--- src/rtl/dm_arbiter.sv ---
// Data-memory arbiter: shares one 1-cycle-latency synchronous memory between
// NUM_CORES cores (round-robin req/ack) and the com port (direct path in com mode).
module dm_arbiter #(
    parameter int NUM_CORES = 4,
    parameter int DATA_W    = 16,
    parameter int ADDR_W    = 16,
    parameter int SEL_W     = $clog2(NUM_CORES)
) (
    input  logic                          clk,
    input  logic                          rst_n,
    input  logic [1:0]                    status,
    input  logic [DATA_W-1:0]             com_data_in,
    input  logic [ADDR_W-1:0]             com_addr,
    input  logic                          com_wr_en,
    output logic [DATA_W-1:0]             com_data_out,
    input  logic [NUM_CORES-1:0]          core_req,
    input  logic [NUM_CORES-1:0]          core_wr_en,
    input  logic [NUM_CORES*ADDR_W-1:0]   core_addr,
    input  logic [NUM_CORES*DATA_W-1:0]   core_data_in,
    output logic [NUM_CORES-1:0]          core_ack,
    output logic [DATA_W-1:0]             core_rdata,
    output logic                          busy,
    output logic [SEL_W-1:0]              active_core,
    output logic [ADDR_W-1:0]             DM_addr,
    output logic [DATA_W-1:0]             DM_data_in,
    output logic                          DM_write_en,
    input  logic [DATA_W-1:0]             DM_out
);

    typedef enum logic [1:0] {IDLE, ACCESS, RESP} state_t;

    state_t              state_q;
    logic [SEL_W-1:0]    rr_ptr_q;
    logic [SEL_W-1:0]    active_q;
    logic [ADDR_W-1:0]   addr_q;
    logic [DATA_W-1:0]   data_q;
    logic                wr_q;

    logic [ADDR_W-1:0]   req_addr [NUM_CORES];
    logic [DATA_W-1:0]   req_data [NUM_CORES];
    logic [NUM_CORES-1:0] cand_mask;
    logic                grant_vld_d;
    logic [SEL_W-1:0]    grant_idx_d;
    logic [SEL_W:0]      scan_sum;
    logic                run_mode;
    logic                com_path;
    logic                take_grant;

    genvar gi;
    generate
        for (gi = 0; gi < NUM_CORES; gi++) begin : g_core
            assign req_addr[gi] = core_addr[gi*ADDR_W +: ADDR_W];
            assign req_data[gi] = core_data_in[gi*DATA_W +: DATA_W];
            assign core_ack[gi] = (state_q == RESP) && (active_q == SEL_W'(gi));
        end
    endgenerate

    // In RESP the core being acked still holds req, so mask it out of the scan.
    assign cand_mask = core_req & ~core_ack;

    // Scan downwards so the last hit is the one nearest to rr_ptr+1.
    always_comb begin
        grant_vld_d = 1'b0;
        grant_idx_d = '0;
        scan_sum    = '0;
        for (int k = NUM_CORES; k >= 1; k--) begin
            scan_sum = {1'b0, rr_ptr_q} + (SEL_W+1)'(k);
            if (scan_sum >= (SEL_W+1)'(NUM_CORES))
                scan_sum = scan_sum - (SEL_W+1)'(NUM_CORES);
            if (cand_mask[scan_sum[SEL_W-1:0]]) begin
                grant_vld_d = 1'b1;
                grant_idx_d = scan_sum[SEL_W-1:0];
            end
        end
    end

    assign run_mode   = (status == 2'b01);
    assign com_path   = (state_q == IDLE) && (status == 2'b00);
    assign take_grant = grant_vld_d && run_mode &&
                        ((state_q == IDLE) || (state_q == RESP));

    always_ff @(posedge clk or negedge rst_n) begin
        if (!rst_n) begin
            state_q  <= IDLE;
            rr_ptr_q <= SEL_W'(NUM_CORES - 1);
            active_q <= '0;
            addr_q   <= '0;
            data_q   <= '0;
            wr_q     <= 1'b0;
        end else begin
            case (state_q)
                IDLE, RESP: begin
                    if (take_grant) begin
                        addr_q   <= req_addr[grant_idx_d];
                        data_q   <= req_data[grant_idx_d];
                        wr_q     <= core_wr_en[grant_idx_d];
                        active_q <= grant_idx_d;
                        rr_ptr_q <= grant_idx_d;
                        state_q  <= ACCESS;
                    end else begin
                        state_q  <= IDLE;
                    end
                end
                ACCESS:  state_q <= RESP;
                default: state_q <= IDLE;
            endcase
        end
    end

    assign DM_addr      = com_path ? com_addr    : addr_q;
    assign DM_data_in   = com_path ? com_data_in : data_q;
    assign DM_write_en  = com_path ? com_wr_en   : ((state_q == ACCESS) && wr_q);
    assign com_data_out = DM_out;
    assign core_rdata   = DM_out;
    assign busy         = (state_q != IDLE);
    assign active_core  = active_q;

endmodule

--- config.mk ---
export PLATFORM = sky130hd
export DESIGN_NAME = dm_arbiter
export DESIGN_NICKNAME = d
export VERILOG_FILES = /design/src/rtl/dm_arbiter.sv
export SDC_FILE = /design/constraint.sdc
export NUM_CORES = 1
export LEC_CHECK = 0
export ABC_AREA = 1
export CAP_MARGIN = 20
export CORE_AREA = 2 2 100 102
export CTS_BUF_LIST = sky130_fd_sc_hd__clkbuf_16
export DETAILED_ROUTE_END_ITERATION = 8
export DIE_AREA = 0 0 102 104
export DONT_BUFFER_PORTS = 1
export GPL_TIMING_DRIVEN = 1
export PLACE_DENSITY_LB_ADDON = 0.05
export SLEW_MARGIN = 20
export SYNTH_ARGS = -nofsm -noshare
export SYNTH_HDL_FRONTEND = slang
export SYNTH_SLANG_ARGS = --single-unit
export TNS_END_PERCENT = 5
--- constraint.sdc ---
create_clock -name clk -period 4.4 [get_ports clk]
set_input_delay 1.1 -clock clk [delete_from_list [all_inputs] [get_ports clk]]
set_output_delay 1.1 -clock clk [all_outputs]
set_load 0.1 [all_outputs]
**Word-level counts from Yosys, hierarchy flattened**

Index checks and enable logic that the tools add are counted.

- Word-level logic and storage cells: 81
- Bits of input ports: 189
- Flip-flop bits (word level): 39
- Output and inout port bits: 72

- Eq/ne operators: 6
- Bitwise operators: 3
- Order comparisons: 10
- Reduce and logical (&&, ||, !) cells: 15
- $add $sub $neg: 8
- Multiplexer cells: 33

Operators with widths:

| cell | number |
|---|---|
| 16-bit two-way mux | 6 |
| 16-bit binary-select mux with 2-bit select | 2 |
| 2-bit two-way mux | 8 |
| 3-bit >= comparator, second input constant | 5 |
| 2-bit by 3-bit < comparator with 1-bit output, second input constant | 5 |
| 1-bit two-way mux | 11 |
| 1-bit binary-select mux with 2-bit select | 5 |
| 1-bit logical AND | 8 |
| 2-bit by 1-bit subtractor with 2-bit output, second input constant | 4 |
| 2-bit by 2-bit adder with 3-bit output, second input constant | 2 |
| 2-bit by 1-bit == test with 1-bit output, second input constant | 3 |
| 2-bit == test, second input constant | 3 |
| 2-bit zero test | 3 |
| 4-bit AND | 1 |
| 4-bit inverter | 1 |
| 2-bit case mux with 2 select lines | 1 |
| 2-bit by 1-bit adder with 3-bit output, second input constant | 1 |
| 2-bit by 3-bit adder with 3-bit output, second input constant | 1 |
| 2-bit inverter with 3-bit output | 1 |
| 2-bit AND reduction | 1 |
| 2-bit nonzero test | 1 |
| 2-bit OR reduction | 1 |
| 1-bit logical OR | 1 |

**Logic depth before layout (Yosys ltp)**

- Depth after elaboration: 14
- Gate-level depth with buffers: 19
- Mapped depth without buffers: 17

**Worst setup path before layout**

No wires, ideal clock.

- Path type: input-to-output
- From: in status[1]
- To: out DM_addr[0]
- Data arrival time: 2,209 ps
- Data required time: 3,300 ps
- Buffers on the path: 1
- Path slack: 1,091 ps
- Stages: 4
- Cells stage by stage: nor2_1 > nand2_1 > buf_1 > mux2_2

- Longest elaborated chain between the ends: 3

Ends and longest elaborated chain:

| element | RTL line | RTL |
|---|---|---|
| start, declared | 11 | `input logic [1:0] status,` |
| 2-bit zero test | 78 | `assign com_path = (state_q == IDLE) && (status == 2'b00);` |
| 1-bit logical AND | 78 |  |
| 16-bit two-way mux | 110 | `assign DM_addr = com_path ? com_addr : addr_q;` |
| end, declared | 24 | `output logic [ADDR_W-1:0] DM_addr,` |

Every way passes these cells.

**Final worst setup path**

- From: in status[1]
- To: out DM_data_in[13]

- Longest elaborated chain between the ends: 3

Ends and longest elaborated chain:

| element | RTL line | RTL |
|---|---|---|
| 2-bit zero test | 78 |  |
| 1-bit logical AND | 78 |  |
| 16-bit two-way mux | 111 | `assign DM_data_in = com_path ? com_data_in : data_q;` |
| end, declared | 25 | `output logic [DATA_W-1:0] DM_data_in,` |

Every way passes these cells.

==> metrics <==
result of the run=complete, no violations; headroom to the max-slew limit=38.1%; GR Util All Layers=19.9%; count of boundary I/O pins=261; number of antenna violations at the first check in global routing=0; Setup Viol. Count Final=0; number of synthesized register bits=39; largest driver fanout on the critical path=19; top library cells by usage in the layout, fill and taps aside=225 x nand2_1, 143 x nand3_1, 142 x inv_1, 37 x dfrtp_1, 32 x mux2_2; number of setup buffers added after CTS=0; slew at the pin closest to its max-slew limit=923 ps; cell leakage power=2.53 nW; clock root buffer=clkbuf_16; leading cell type in the layout, fill and taps excluded=nand2_1; post-detail-place hpwl=7930 um; area of the mapped netlist=0.00404 mm2; drc violations=0; critical path's largest stage delay=610 ps; Power Internal=0.00162 W; Critical Path End Type=output port; clock tree from TritonCTS=built; switching share of power=64.5%; clk_skew=6.23 ps; number of routed nets with antenna violations=0; die boundary width=102 um; Peak supply drop=0.547 mV; number of clock buffers inserted by TritonCTS=5; minimum clock period=3270 ps; number of global-route vias before repair=3608; number of buffers inserted for hold repair after clock tree synthesis=0; Top Family by Delay on Critical Path=multiplexers; number of placed instances with taps included=753; sequential cell area=978 um2; GRT Residual Overflow=0; class of the most critical setup path=in2out; via count=3763; maximum number of pins on one net before global-route repair=68; Critical Path RT=3300 ps; unrepaired setup endpoints after global routing=false; type of origin of the critical path=input pin; number of buffer and inverter stages on the critical path=1; hold crit path type=reg2reg; wire per inst=14.3 um; Max Cap Violations=0; area of the multi-input gates=0.00205 mm2; number of clock sinks seen by CTS=39; final-report hold violation count=0; Slew Limit Fails=0; CTS max path bufs=2; placeable core area=0.00955 mm2; clock-pin slew on the worst setup and hold paths=50 ps; clock latency on the worst-skew pair=280 ps; global-route wire length before repair=17300 um; total wire length after detailed routing=10800 um; synthesized netlist net count=869; starting density of the core=42.3%; synth-to-layout area growth=-1.15%; number of diodes=0; worst hold-check slack=478 ps; portion of the post-synthesis area used by sequential elements=24.2%; power share of the clock group=7.3%; count of input and output buffers=0; count of distinct cell types in the synthesized netlist=21; sequential cell fraction of total power=14.4%; area enclosed by the die boundary=0.0106 mm2; cell with the largest stage delay on the worst path=mux2_2; deepest level of the CTS H-tree=2; crit share post-route=74.3%; post-cts repair resize count=0; net load switching power=0.00293 W; layout cells sized above 1=9.87%; part of the total power dissipated in combinational logic=78.3%; signal arrival time at the worst endpoint=2170 ps; aggregate negative setup slack=0 ps; height of the die=104 um; count of routing violations after the opening detailed-route iteration=165; final standard cell count with taps included and fillers excluded=761; Cell Chain, Critical Path=nor2_1 > nand2_1 > buf_4 > mux2_2; Row Count=36; fill cell total of the finished layout=1131; vias per inst=4.94; Max Fclk=0.306 GHz; syn_area_per_cell=5.94 um2; count of mapped cells out of synthesis=680; Syn. warnings=0; number of nets in the final layout=816; routability congestion estimate from global placement=0.791; Pre-antenna DRT Iters=4; PwrDens=1140 mW/mm2
synthesized netlist by cell type:
cell / count / area [um2]
nand2_1: 225 / 845
nand3_1: 143 / 716
inv_1: 142 / 533
dfrtp_1: 37 / 926
buf_4: 34 / 255
mux2_2: 32 / 360
buf_2: 15 / 75.1
nor2_1: 9 / 33.8
buf_1: 8 / 30.0
clkbuf_1: 8 / 30.0
buf_6: 6 / 67.6
inv_2: 5 / 18.8
o21ai_0: 4 / 20.0
nand2_2: 3 / 18.8
dfstp_2: 2 / 52.6
nand3_2: 2 / 20.0
a32o_1: 1 / 10.0
and3_1: 1 / 6.26
clkinv_1: 1 / 3.75
nor2_4: 1 / 11.3
o21ai_1: 1 / 5.00
registers in the layout, indices dropped and copies added, names as in the netlist:
register / cells
active_core: 2
addr_q: 16
data_q: 16
rr_ptr_q: 2
state_q: 2
wr_q: 1
cells by family (layout without fill, tap and decap cells):
logic type	after synthesis	in the layout	share of synthesized area, %
simple gates	384	384	40.9
buf+inv	219	167	25.1
flops	39	39	24.2
mux	32	32	8.92
compound gates	6	6	0.868
metal layers:
layer / up-vias / GRT usage (%) / wire length [um]
met5: - / 0 / 0
met1: 1665 / 25.5 / 4660
met2: 173 / 34.6 / 5300
li1: 1912 / - / -
met4: 0 / 4.95 / 145
met3: 13 / 3.02 / 745
power groups by stage:
stage               Sequential, W  Clock [W]  Combinational (W)
floorplan                0.000662          0            0.00332
global placement         0.000662          0            0.00358
detailed placement       0.000662          0            0.00360
CTS                      0.000659   0.000344            0.00361
global route             0.000678   0.000363            0.00394
finish                   0.000656   0.000330            0.00357
worst paths after layout:
kind,startpoint,endpoint,slack [ps],depth (start not counted)
worst max-delay path,status[1],DM_data_in[13],1130,4
worst min-delay path,data_q[13],data_q[13],480,2
worst max register to register,active_core[1],wr_q,1480,12
worst min register to register,data_q[13],data_q[13],480,2
max in group asynchronous,rst_n,rr_ptr_q[1],3710,0
min in group asynchronous,rst_n,active_core[0],510,0
metrics by stage:
stage          total power (W)  worst slack, ps  utilization (%)  cell area [um2]
2_1_floorplan          0.00398             1090                -             4040
3_3_place_gp           0.00424             1130             40.4             3850
3_5_place_dp           0.00426             1130             40.4             3850
4_1_cts                0.00462             1120             41.8             3990
5_1_grt                0.00498              970             41.8             3990
6_report               0.00455             1130             41.8             3990
layout make-up:
class	count	area share [%]
clock inverter	3	0.282
tap	133	4.17
clock buffer	5	3.13
sequential	39	24.5
multi-input combinational	422	51.3
timing repair buffer	11	2.70
inverter	148	13.9
worst reg2reg max path: cells and delay by family, from the launching register on:
family / cells / cell delay (ps)
flops: 1 / 420
buf+inv: 3 / 1360
simple gates: 9 / 1020
No activity file was read; power rests on OpenSTA's default activity.
